--- src/rtl/mem_req_ctrl_if.sv ---
// mem_req_ctrl_if: pipeline request/response and cache memory bus bundle
interface mem_req_ctrl_if;
  logic        req_valid;
  logic        req_wr;
  logic [15:0] req_addr;
  logic [15:0] req_wdata;
  logic        dump_req;
  logic        req_ready;
  logic        pipe_stall;
  logic        resp_valid;
  logic [15:0] resp_rdata;
  logic        resp_err;
  logic [15:0] hit_cnt;
  logic [15:0] miss_cnt;
  logic [15:0] Addr;
  logic [15:0] DataIn;
  logic        Rd;
  logic        Wr;
  logic        createdump;
  logic [15:0] DataOut;
  logic        Done;
  logic        Stall;
  logic        CacheHit;
  logic        err;
  modport slave (
    input  req_valid, req_wr, req_addr, req_wdata, dump_req,
    input  DataOut, Done, Stall, CacheHit, err,
    output req_ready, pipe_stall, resp_valid, resp_rdata, resp_err, hit_cnt, miss_cnt,
    output Addr, DataIn, Rd, Wr, createdump
  );
  modport master (
    output req_valid, req_wr, req_addr, req_wdata, dump_req,
    output DataOut, Done, Stall, CacheHit, err,
    input  req_ready, pipe_stall, resp_valid, resp_rdata, resp_err, hit_cnt, miss_cnt,
    input  Addr, DataIn, Rd, Wr, createdump
  );
endinterface

--- src/rtl/mem_req_ctrl.sv ---
// mem_req_ctrl: sequences one pipeline memory request at a time onto the cache bus
module mem_req_ctrl #(
  parameter int TIMEOUT = 64
) (
  input logic clk,
  input logic rst,
  mem_req_ctrl_if.slave bus
);
  localparam int CW = (TIMEOUT > 64) ? $clog2(TIMEOUT) : 6;
  localparam logic [CW-1:0] TMAX = CW'(TIMEOUT - 1);
  typedef enum logic [1:0] {IDLE = 2'd0, BUSY = 2'd1, RESP = 2'd2} state_t;
  state_t state, nxt;
  logic wr_l, err_q;
  logic [15:0] addr_l, wdata_l, rdata_q, hit_q, miss_q;
  logic [CW-1:0] cnt;
  logic accept, busy_exit;
  assign accept = state == IDLE && bus.req_valid;
  assign busy_exit = state == BUSY && (bus.Done || bus.err || cnt == TMAX);
  // state register
  always_ff @(posedge clk or posedge rst)
    if (rst) state <= IDLE;
    else state <= nxt;
  // next-state: misaligned requests skip the memory and answer with an error
  always_comb begin
    nxt = state == IDLE ? (bus.req_valid ? (bus.req_addr[0] ? RESP : BUSY) : IDLE) :
          state == BUSY ? (busy_exit ? RESP : BUSY) : IDLE;
  end
  // outputs: strobes decode from state so reset drops them immediately
  always_comb begin
    bus.req_ready  = state == IDLE;
    bus.pipe_stall = state == BUSY || accept;
    bus.resp_valid = state == RESP;
    bus.Rd         = state == BUSY && !wr_l;
    bus.Wr         = state == BUSY && wr_l;
    bus.Addr       = addr_l;
    bus.DataIn     = wdata_l;
    bus.createdump = bus.dump_req;
    bus.resp_rdata = rdata_q;
    bus.resp_err   = err_q;
    bus.hit_cnt    = hit_q;
    bus.miss_cnt   = miss_q;
  end
  // request latch, timeout counter, response data and statistics
  always_ff @(posedge clk or posedge rst)
    if (rst) begin
      wr_l    <= 1'b0;
      addr_l  <= '0;
      wdata_l <= '0;
      cnt     <= '0;
      rdata_q <= '0;
      err_q   <= 1'b0;
      hit_q   <= '0;
      miss_q  <= '0;
    end else begin
      if (accept) begin
        wr_l    <= bus.req_wr;
        addr_l  <= bus.req_addr;
        wdata_l <= bus.req_wdata;
      end
      cnt <= state == BUSY ? cnt + 1'b1 : '0;
      if (accept && bus.req_addr[0]) err_q <= 1'b1;
      if (busy_exit) err_q <= bus.Done ? bus.err : 1'b1;
      if (state == BUSY && bus.Done && !wr_l) rdata_q <= bus.DataOut;
      if (state == BUSY && bus.Done && !bus.err && bus.CacheHit && hit_q != 16'hFFFF) hit_q <= hit_q + 1'b1;
      if (state == BUSY && bus.Done && !bus.err && !bus.CacheHit && miss_q != 16'hFFFF) miss_q <= miss_q + 1'b1;
    end
endmodule

--- src/flat_wrapper.sv ---
// flat-port wrapper written by rule: the top's interface ports become plain ports
module mem_req_ctrl_flat 
#(
  parameter int TIMEOUT = 64
)
  (clk, rst, bus_req_valid, bus_req_wr, bus_req_addr, bus_req_wdata, bus_dump_req, bus_DataOut, bus_Done, bus_Stall, bus_CacheHit, bus_err, bus_req_ready, bus_pipe_stall, bus_resp_valid, bus_resp_rdata, bus_resp_err, bus_hit_cnt, bus_miss_cnt, bus_Addr, bus_DataIn, bus_Rd, bus_Wr, bus_createdump);
  mem_req_ctrl_if bus_i ();
  input logic clk;
  input logic rst;
  input wire logic [$bits(bus_i.req_valid)-1:0] bus_req_valid;
  input wire logic [$bits(bus_i.req_wr)-1:0] bus_req_wr;
  input wire logic [$bits(bus_i.req_addr)-1:0] bus_req_addr;
  input wire logic [$bits(bus_i.req_wdata)-1:0] bus_req_wdata;
  input wire logic [$bits(bus_i.dump_req)-1:0] bus_dump_req;
  input wire logic [$bits(bus_i.DataOut)-1:0] bus_DataOut;
  input wire logic [$bits(bus_i.Done)-1:0] bus_Done;
  input wire logic [$bits(bus_i.Stall)-1:0] bus_Stall;
  input wire logic [$bits(bus_i.CacheHit)-1:0] bus_CacheHit;
  input wire logic [$bits(bus_i.err)-1:0] bus_err;
  output wire logic [$bits(bus_i.req_ready)-1:0] bus_req_ready;
  output wire logic [$bits(bus_i.pipe_stall)-1:0] bus_pipe_stall;
  output wire logic [$bits(bus_i.resp_valid)-1:0] bus_resp_valid;
  output wire logic [$bits(bus_i.resp_rdata)-1:0] bus_resp_rdata;
  output wire logic [$bits(bus_i.resp_err)-1:0] bus_resp_err;
  output wire logic [$bits(bus_i.hit_cnt)-1:0] bus_hit_cnt;
  output wire logic [$bits(bus_i.miss_cnt)-1:0] bus_miss_cnt;
  output wire logic [$bits(bus_i.Addr)-1:0] bus_Addr;
  output wire logic [$bits(bus_i.DataIn)-1:0] bus_DataIn;
  output wire logic [$bits(bus_i.Rd)-1:0] bus_Rd;
  output wire logic [$bits(bus_i.Wr)-1:0] bus_Wr;
  output wire logic [$bits(bus_i.createdump)-1:0] bus_createdump;
  assign bus_i.req_valid = bus_req_valid;
  assign bus_i.req_wr = bus_req_wr;
  assign bus_i.req_addr = bus_req_addr;
  assign bus_i.req_wdata = bus_req_wdata;
  assign bus_i.dump_req = bus_dump_req;
  assign bus_i.DataOut = bus_DataOut;
  assign bus_i.Done = bus_Done;
  assign bus_i.Stall = bus_Stall;
  assign bus_i.CacheHit = bus_CacheHit;
  assign bus_i.err = bus_err;
  assign bus_req_ready = bus_i.req_ready;
  assign bus_pipe_stall = bus_i.pipe_stall;
  assign bus_resp_valid = bus_i.resp_valid;
  assign bus_resp_rdata = bus_i.resp_rdata;
  assign bus_resp_err = bus_i.resp_err;
  assign bus_hit_cnt = bus_i.hit_cnt;
  assign bus_miss_cnt = bus_i.miss_cnt;
  assign bus_Addr = bus_i.Addr;
  assign bus_DataIn = bus_i.DataIn;
  assign bus_Rd = bus_i.Rd;
  assign bus_Wr = bus_i.Wr;
  assign bus_createdump = bus_i.createdump;
  mem_req_ctrl #(.TIMEOUT(TIMEOUT)) u_core (.clk(clk), .rst(rst), .bus(bus_i));
endmodule
--- config.mk ---
export PLATFORM = sky130hd
export DESIGN_NAME = mem_req_ctrl_flat
export DESIGN_NICKNAME = d
export VERILOG_FILES = /design/src/rtl/mem_req_ctrl_if.sv /design/src/rtl/mem_req_ctrl.sv /design/src/flat_wrapper.sv
export SDC_FILE = /design/constraint.sdc
export NUM_CORES = 1
export LEC_CHECK = 0
export ABC_CLOCK_PERIOD_IN_PS = 3250
export BUFFER_PORTS_ARGS = -buffer_cell sky130_fd_sc_hd__clkbuf_2
export CAP_MARGIN = 25
export CORE_MARGIN = 4
export CORE_UTILIZATION = 35
export CTS_CLUSTER_DIAMETER = 60
export DETAILED_ROUTE_END_ITERATION = 7
export SYNTH_ARGS = -nofsm -noshare
export SYNTH_HDL_FRONTEND = slang
export SYNTH_SLANG_ARGS = --single-unit
--- constraint.sdc ---
create_clock -name clk -period 3.25 [get_ports clk]
set_input_delay 0.325 -clock clk [delete_from_list [all_inputs] [get_ports clk]]
set_output_delay 0.325 -clock clk [all_outputs]
set_load 0.02 [all_outputs]
==> results by stage, run 1 <==
Clocking:
- For the worst-skew pair, the clock arrives at the later sink with an insertion delay of 0.35 ns.
- The number of buffers inserted during clock tree synthesis is 9.
- The clock slew seen by the registers of the worst setup and hold paths is 0.09 ns.
- Gates resized during post-CTS repair numbered 0.
- The clock root buffer master is sky130_fd_sc_hd__clkbuf_8.
- For this design, the sink count on the clock tree is 90.
- The maximum clock path buffer count is 2.
- The CTS H-tree depth is 3.
- In this run the post-CTS setup repair buffer count came out at 0.
- Buffers inserted to repair hold after CTS numbered 0.
- The TritonCTS clock tree is done.

Global route:
- The number of global-route vias before repair is 3201.
- The initial antenna violation count is 0.
- The first-pass GRT wire length is 15700 um.
- The largest net degree at the start of global routing is 52.
- The total track usage is 15.1%.
- After global routing the overflow that remains totals 0.

Synthesis:
- Counting every net in the synthesized netlist gives 425.
- In this run the cell area of the synthesized design comes to 3910 um2.
- The sequential element share of the synthesized area is 57.5%.
- The post-synthesis cell count is 365.
- The number of warnings issued by yosys is 0.
- Synthesis inferred 90 register bits.
- The mean instance size in the synthesized netlist is 10.7 um2.
- The async set-or-reset flop fraction in the synthesized netlist is 100%.
- Yosys mapped a number of flops with a built-in enable equal to 0.
- Counting distinct cell types in the post-synthesis netlist gives 39.
- Among all flip-flop cells after synthesis, the most frequent one is sky130_fd_sc_hd__dfrtp_1.

Layout:
- The final instance area is 5020 um2.
- Leaving out fill and tap cells, the most frequent cells in the layout are sky130_fd_sc_hd__clkbuf_2, sky130_fd_sc_hd__nand2_1, sky130_fd_sc_hd__dfrtp_1.
- Cells with a size suffix above 1 make up 37.1% of the layout.
- The library cell used most frequently in the layout, excluding fill and tap cells, is sky130_fd_sc_hd__clkbuf_2.
- The utilization after layout is 46.2%.
- The area growth from synthesis to layout is 28.4%.
- The layout has 1075 filler cells.
- At the end of the flow, the number of nets in the layout was 570.
- The repair_antennas step left the layout with diodes totalling 0.

STA:
- The total count of hold-check failures in the final report is 0.
- For the pin with the worst max-slew slack, the measured transition is 0.885 ns.
- Measured against its own limit, the worst slew margin works out to 40.5%.
- The routed design could run at a clock period as short as 1.95 ns.
- The ratio of final minimum period to clock period is 60.0%.
- The final count of negative-setup-slack endpoints is 0.
- The max-slew violation total from the final report came to 0.
- The setup clock skew after layout is 0.0102 ns.
- The setup total negative slack is 0 ns.
- Setup repair after global routing left no endpoint under its margin.
- Timing would allow up to 0.512 GHz.

Setup path:
- Of all nets on the critical path, the largest fanout is 5.
- The sort of element at the end of the critical path is a flop.
- Data arrives at the worst endpoint at 2.19 ns.
- The signal on the critical path passes through ha_1 -> nand4_1 -> nor4_1 -> nand4_1 -> xnor2_1.
- STA puts the critical path data required time at 3.49 ns.
- The cell with the largest stage delay on the worst path is sky130_fd_sc_hd__nor4_1.
- The critical path is of the flop to flop type.
- On the worst path, the slowest cell contributes a delay of 0.61 ns.
- Among the stages of the critical path, the cell type that occurs most often is sky130_fd_sc_hd__nand4_1.
- The critical path starts at u_core.bus.miss_cnt[0].
- The worst flop-to-flop path startpoint is u_core.bus.miss_cnt[0].
- The startpoint type of the worst setup path is a flop.

Detailed routing:
- The total via count in the routed design is 3109.
- The first TritonRoute pass finished after 4 iterations.
- In the routed layout, each cell is associated on average with a via count of 4.75.
- The number of routed nets with antenna violations is 0.
- The aggregate routed wire length is 9140 um.
- The number of design rule violations left after detail routing is 0.
- The count of routing violations after the opening detailed-route iteration is 101.
- In the final routed layout, each cell accounts on average for 14.0 um.

Floorplanning:
- Measured along the y axis, the die boundary spans 114 um.
- The placement row count is 38.
- In this run the standard cell core region covers 10900 um2.
- The width of the die is 114 um.
- In this run the count of I/O pins placed on the die edge is 144.
- The total die area is 12900 um2.
- The effective utilization at floorplan is 35.9%.

Place:
- The wire-length estimate of the detail-placed layout is 6760 um.
- In this run the cell area measured after placement is 4770 um2.
- At the end of routability-driven placement, the weighted congestion stood at 0.766.
- The count of input and output buffers is 140.

Flow run:
- The max-capacitance violation count is 0.

Min path:
- The classification of the worst-slack hold path is primary input to flop.
- The start point of the worst hold path is bus_req_addr[3].

Pwr:
- Dividing total power by cell area gives a power density of 641 nW/um2.
- The worst vdd rail ir drop is 0.279 mV.
- For this design the static power due to leakage is 2.69 nW.
- The sum of internal, switching and leakage power is 3.22 mW.

Run status:
- The run finished with clean final reports.
[cell usage after synthesis, types with 2 or more instances]
| cell | n | area share [%] |
|---|---|---|
| sky130_fd_sc_hd__and2_1 | 4 | 0.64 |
| sky130_fd_sc_hd__nor3b_1 | 2 | 0.38 |
| sky130_fd_sc_hd__dfrtp_1 | 90 | 58 |
| sky130_fd_sc_hd__nor4b_1 | 2 | 0.45 |
| sky130_fd_sc_hd__and3_1 | 9 | 1.4 |
| sky130_fd_sc_hd__and4bb_2 | 2 | 0.64 |
| sky130_fd_sc_hd__buf_4 | 2 | 0.38 |
| sky130_fd_sc_hd__nor4_1 | 5 | 0.80 |
| sky130_fd_sc_hd__inv_1 | 6 | 0.58 |
| sky130_fd_sc_hd__nand4_1 | 14 | 2.2 |
| sky130_fd_sc_hd__or3_1 | 2 | 0.32 |
| sky130_fd_sc_hd__buf_2 | 3 | 0.38 |
| sky130_fd_sc_hd__nor3_1 | 3 | 0.38 |
| sky130_fd_sc_hd__xnor2_1 | 17 | 3.8 |
| sky130_fd_sc_hd__nand3_1 | 8 | 1.0 |
| sky130_fd_sc_hd__nor4_4 | 2 | 1.1 |
| sky130_fd_sc_hd__a21oi_1 | 4 | 0.51 |
| sky130_fd_sc_hd__nand2_1 | 113 | 11 |
| sky130_fd_sc_hd__nand4b_1 | 2 | 0.45 |
| sky130_fd_sc_hd__nor2_1 | 17 | 1.6 |
| sky130_fd_sc_hd__xor2_1 | 15 | 3.4 |
| sky130_fd_sc_hd__mux2_2 | 19 | 5.5 |
| sky130_fd_sc_hd__ha_1 | 3 | 0.96 |
| sky130_fd_sc_hd__clkbuf_1 | 6 | 0.58 |
[critical path, delay by kind of cell (launching register included)]
family / cells / cell delay, ns
xor gates and xnor gates: 1 / 0.16
adders and majority gates: 1 / 0.27
DFF: 1 / 0.41
and+or+nand+nor: 3 / 1.00
[power by group]
part	total, mW	switching [mW]	internal [mW]
combinational	0.922	0.585	0.338
sequential	1.49	0.138	1.35
clock	0.814	0.396	0.418
total	3.22	1.12	2.10
[path summary, 6_finish.rpt]
path	slack [ns]	end	cells after the start
worst max register to register	1.30	u_core.bus.miss_cnt[10]	5
worst max-delay path	1.30	u_core.bus.miss_cnt[10]	5
worst min register to register	0.48	u_core.bus.Addr[10]	2
worst min-delay path	0.16	u_core.bus.Addr[3]	3
max in group asynchronous	2.18	u_core.bus.miss_cnt[1]	5
min in group asynchronous	0.35	u_core.bus.DataIn[9]	3
[layer usage]
layer  up-vias  global-route usage, %  share of wire, %
met5         -                      0                 0
met4         0                   6.01               1.4
met3        10                   5.57               9.7
met2        97                   22.4                45
met1      1491                   20.0                44
li1       1511                      -                 -
[flip-flops by register name (all words and copies together) (netlist names)]
signal                 cells
u_core.bus.Addr           16
u_core.bus.DataIn         16
u_core.bus.hit_cnt        16
u_core.bus.miss_cnt       16
u_core.bus.resp_rdata     16
u_core.cnt                 6
u_core.state               2
u_core.bus.resp_err        1
u_core.wr_l                1
[stage by stage]
step | worst slack (ns) | hold slack, ns | std cells
finish | 1.30 | 0.155 | 655
CTS | 1.30 | 0.133 | 653
global route | 1.09 | 0.143 | 655
detailed placement | 1.30 | 0.461 | 637
global placement | 1.36 | 0.460 | 637
floorplan | 0.590 | 0.430 | 365
[cell type report]
class | instances | area [um2] | area share, %
flip-flops and latches | 90 | 2250 | 44.8
inverters | 6 | 23.8 | 0.473
clock inverters | 4 | 48.8 | 0.971
clock buffers | 12 | 165 | 3.29
multi-input cells | 258 | 1590 | 31.6
repair buffers | 145 | 773 | 15.4
well taps | 140 | 175 | 3.49
[cells by family (layout without fill, tap and decap cells)]
family	count (synthesis)	after routing	share of synthesized area, %
AOI/OAI and AO/OA	7	7	1.05
and+or+nand+nor	197	197	25.9
buffers and inverters	17	167	1.92
xor gates and xnor gates	32	32	7.16
muxes	19	19	5.47
adders and majority gates	3	3	0.959
DFF	90	90	57.5
(Power assumes the default switching activity.)
==> run 2, diff against run 1 <==
ABC_CLOCK_PERIOD_IN_PS = 1900   (was 3250)
clock period = 1.9 ns   (was 3.25 ns; I/O delays follow)
==> results by stage, run 2 (synthesized netlist as in run 1, its figures left out) <==
Layout:
- Relative to the synthesized area, the layout overhead comes to 35.1%.
- Of the cells placed in the final design, the portion with a size suffix greater than 1 is 37.2%.
- The sequential cells in the finished layout cover a total of 2250 um2.
- In the layout the commonest cells are sky130_fd_sc_hd__clkbuf_2, sky130_fd_sc_hd__nand2_1, sky130_fd_sc_hd__dfrtp_1.
- The leading cell type in the layout, fill and taps excluded is sky130_fd_sc_hd__clkbuf_2.
- The utilization after layout is 48.6%.
- The filler cell count is 1021.
- In the final design database the tool counted 600 nets.
- The repair_antennas step left the layout with diodes totalling 0.
- In the final layout, the multi-input gates occupy 1590 um2.

Setup path:
- Traced cell by cell, the critical path runs through ha_1 -> nand4_2 -> or4_4 -> nor2_1 -> mux2_2.
- The critical path in this run is classified as flop to flop.
- The data arrival time at the worst-slack endpoint is 2.07 ns.
- The dominant delay contributor by cell family on the critical path is simple AND/OR/NAND/NOR gates.
- The critical path data required time is 2.16 ns.
- The sort of element at the end of the critical path is a flop.
- The total buffers and inverters traversed by the critical path is 0.
- For flop-to-flop paths, the worst setup slack is 0.09 ns.
- In this design, the stage delay of the slowest critical-path cell is 0.52 ns.
- Along the worst path, the maximum fanout reaches 4.
- The startpoint type of the worst setup path is a flop.
- The cell count of the worst reg-to-reg path is 5.
- The worst register-to-register path ends at u_core.bus.hit_cnt[12].
- The cell with the largest stage delay on the worst path is sky130_fd_sc_hd__or4_4.
- The worst flop-to-flop path startpoint is u_core.bus.hit_cnt[0].

STA:
- The worst pin sits at a relative slew slack of 65.6%.
- The total count of hold-check failures in the final report is 0.
- After routing, the total negative slack on setup checks comes to 0 ns.
- The final count of negative-setup-slack endpoints is 0.
- The ratio of final minimum period to clock period is 95.2%.
- The max-slew violation total from the final report is 0.
- For the finished layout, the period the worst path requires is 1.81 ns.
- The top achievable clock speed is 0.553 GHz.
- The slew at the pin closest to its max-slew limit is 0.515 ns.
- Across the routed clock network, the largest skew measured is 0.00924 ns.
- Setup repair after global routing left no endpoint under its margin.

Clocking:
- Clock-pin slew was measured on the worst setup and hold paths at 0.09 ns.
- The CTS H-tree depth is 3.
- The root buffer cell chosen for the clock tree is sky130_fd_sc_hd__clkbuf_8.
- The post-CTS setup-driven buffer insertion count is 0.
- TritonCTS built the clock tree.
- Clock latency on the worst-skew pair, taken at its later pin, is 0.36 ns.
- The longest clock path from root to sink contains 2 buffers.
- Counting the buffers created by CTS gives 9.
- The number of clock sinks is 90.

Place:
- The count of buffers added on input and output ports is 140.
- Routability-driven placement finished with a final weighted congestion of 0.756.
- Detailed placement ended at an HPWL of 6810 um.

Detailed routing:
- In this run, the number of DRC markers left after iteration 0 of detailed routing was 159.
- The aggregate routed wire length is 9370 um.
- After detailed routing, the number of remaining DRC violations is 0.
- The first detailed-routing pass ran for 4 iterations.
- The number of routed nets with antenna violations is 0.
- The via-per-instance ratio is 4.70.
- The average routed wire per standard cell is 13.7 um.
- The final route contains 3221 vias.

Pwr:
- The total leakage power is 2.80 nW.
- The proportion of power drawn by flip-flops and latches is 46.8%.
- Of the total power, the share spent switching nets is 35.3%.
- The switching power is 1.92 mW.
- The power density of the placed cells is 1030 nW/um2.
- In this run, the combinational gates consume 29.6% of the power.
- Cell internal power was estimated by the tool at 3.53 mW.
- The worst vdd rail ir drop is 0.570 mV.
- In this run, the clock network consumes 23.6% of the power.

Floorplanning:
- The effective utilization at floorplan is 35.9%.
- The die covers 12900 um2.
- The width of the die is 114 um.
- The area of the core is 10900 um2.
- Measured along the y axis, the die boundary spans 114 um.
- During I/O placement, the number of pins put on the boundary was 144.
- The placement row count is 38.

Global route:
- The total track usage is 15.3%.
- The first global-routing pass estimated 16000 um of wire.
- The largest net degree at the start of global routing is 49.
- The number of global-route vias before repair is 3287.
- The initial antenna violation count is 0.
- Global routing finished with a remaining overflow of 0.

Min path:
- The start point of the worst hold path is bus_req_addr[11].
- The classification of the worst-slack hold path is primary input to flop.
- Along the worst hold path, the cell count comes to 3.
- The hold path endpoint is u_core.bus.Addr[11].

Run status:
- The run finished with clean final reports.

Flow run:
- Across the run, the number of max-cap violations was 0.
run 2: cell count changes in the layout (fill, tap and decap cells not counted), sizes merged:
cell,previous run,this run
dlygate4sd3,1,21
buf,4,14
clkbuf,152,149
clkinvlp,0,3
clkinv,4,3
inv,5,6
run 2: worst max-delay path by stage:
stage	to	slack (ns)	depth (start not counted)	start
4_1_cts	u_core.bus.hit_cnt[12]	0.1	4	u_core.state[1]
6_report	u_core.bus.hit_cnt[12]	0.09	5	u_core.bus.hit_cnt[0]
2_1_floorplan	u_core.bus.hit_cnt[12]	0.04	5	u_core.bus.hit_cnt[0]
3_3_place_gp	u_core.bus.hit_cnt[12]	0.11	4	u_core.state[1]
3_5_place_dp	u_core.bus.hit_cnt[12]	0.1	4	u_core.state[1]
5_1_grt	u_core.bus.hit_cnt[12]	0.02	5	u_core.bus.hit_cnt[0]
run 2: area by class of cell:
type,instances,area share (%)
Sequential cell,90,42.6
Multi-Input combinational cell,258,30.0
Timing Repair Buffer,175,19.9
Tap cell,140,3.31
Clock buffer,9,2.34
Clock inverter,7,1.30
Inverter,6,0.497
run 2: what timing repair did:
item,4_1_cts,5_1_grt
hold endpoints to repair,29,0
hold buffers,21,0
gates resized for setup,0,0
run 2: stage by stage:
| stage | setup slack, ns | total power [mW] | instance area [um2] | hold WS [ns] | instances |
|---|---|---|---|---|---|
| finish | 0.0915 | 5.46 | 5290 | 0.0225 | 685 |
| global route | 0.0165 | 5.81 | 5290 | 0.0103 | 685 |
| CTS | 0.0959 | 5.56 | 5290 | 0.000442 | 685 |
| detailed placement | 0.0985 | 4.20 | 4890 | 0.156 | 648 |
| global placement | 0.109 | 4.16 | 4890 | 0.153 | 648 |
| floorplan | 0.0404 | 3.55 | 3920 | 0.295 | 365 |
run 2: layer usage:
| metal | up-vias | GRT usage [%] | wire length, um |
|---|---|---|---|
| met5 | - | 0 | 0 |
| met1 | 1537 | 20.2 | 4080 |
| met3 | 12 | 5.04 | 788 |
| met4 | 0 | 5.77 | 155 |
| li1 | 1569 | - | - |
| met2 | 103 | 23.3 | 4340 |
run 2: power by group through the flow:
stage	registers (mW)	logic (mW)	clock network (mW)
after global routing	2.62	1.77	1.42
after CTS	2.56	1.65	1.35
after detailed placement	2.59	1.62	0
final	2.55	1.62	1.29
after global placement	2.56	1.59	0
after floorplan	3.05	0.505	0
run 2: worst min-delay path, stage by stage:
cell and delay (ns):
sky130_fd_sc_hd__clkbuf_2 0.08, sky130_fd_sc_hd__nand2_1 0.04, sky130_fd_sc_hd__nand2_1 0.05
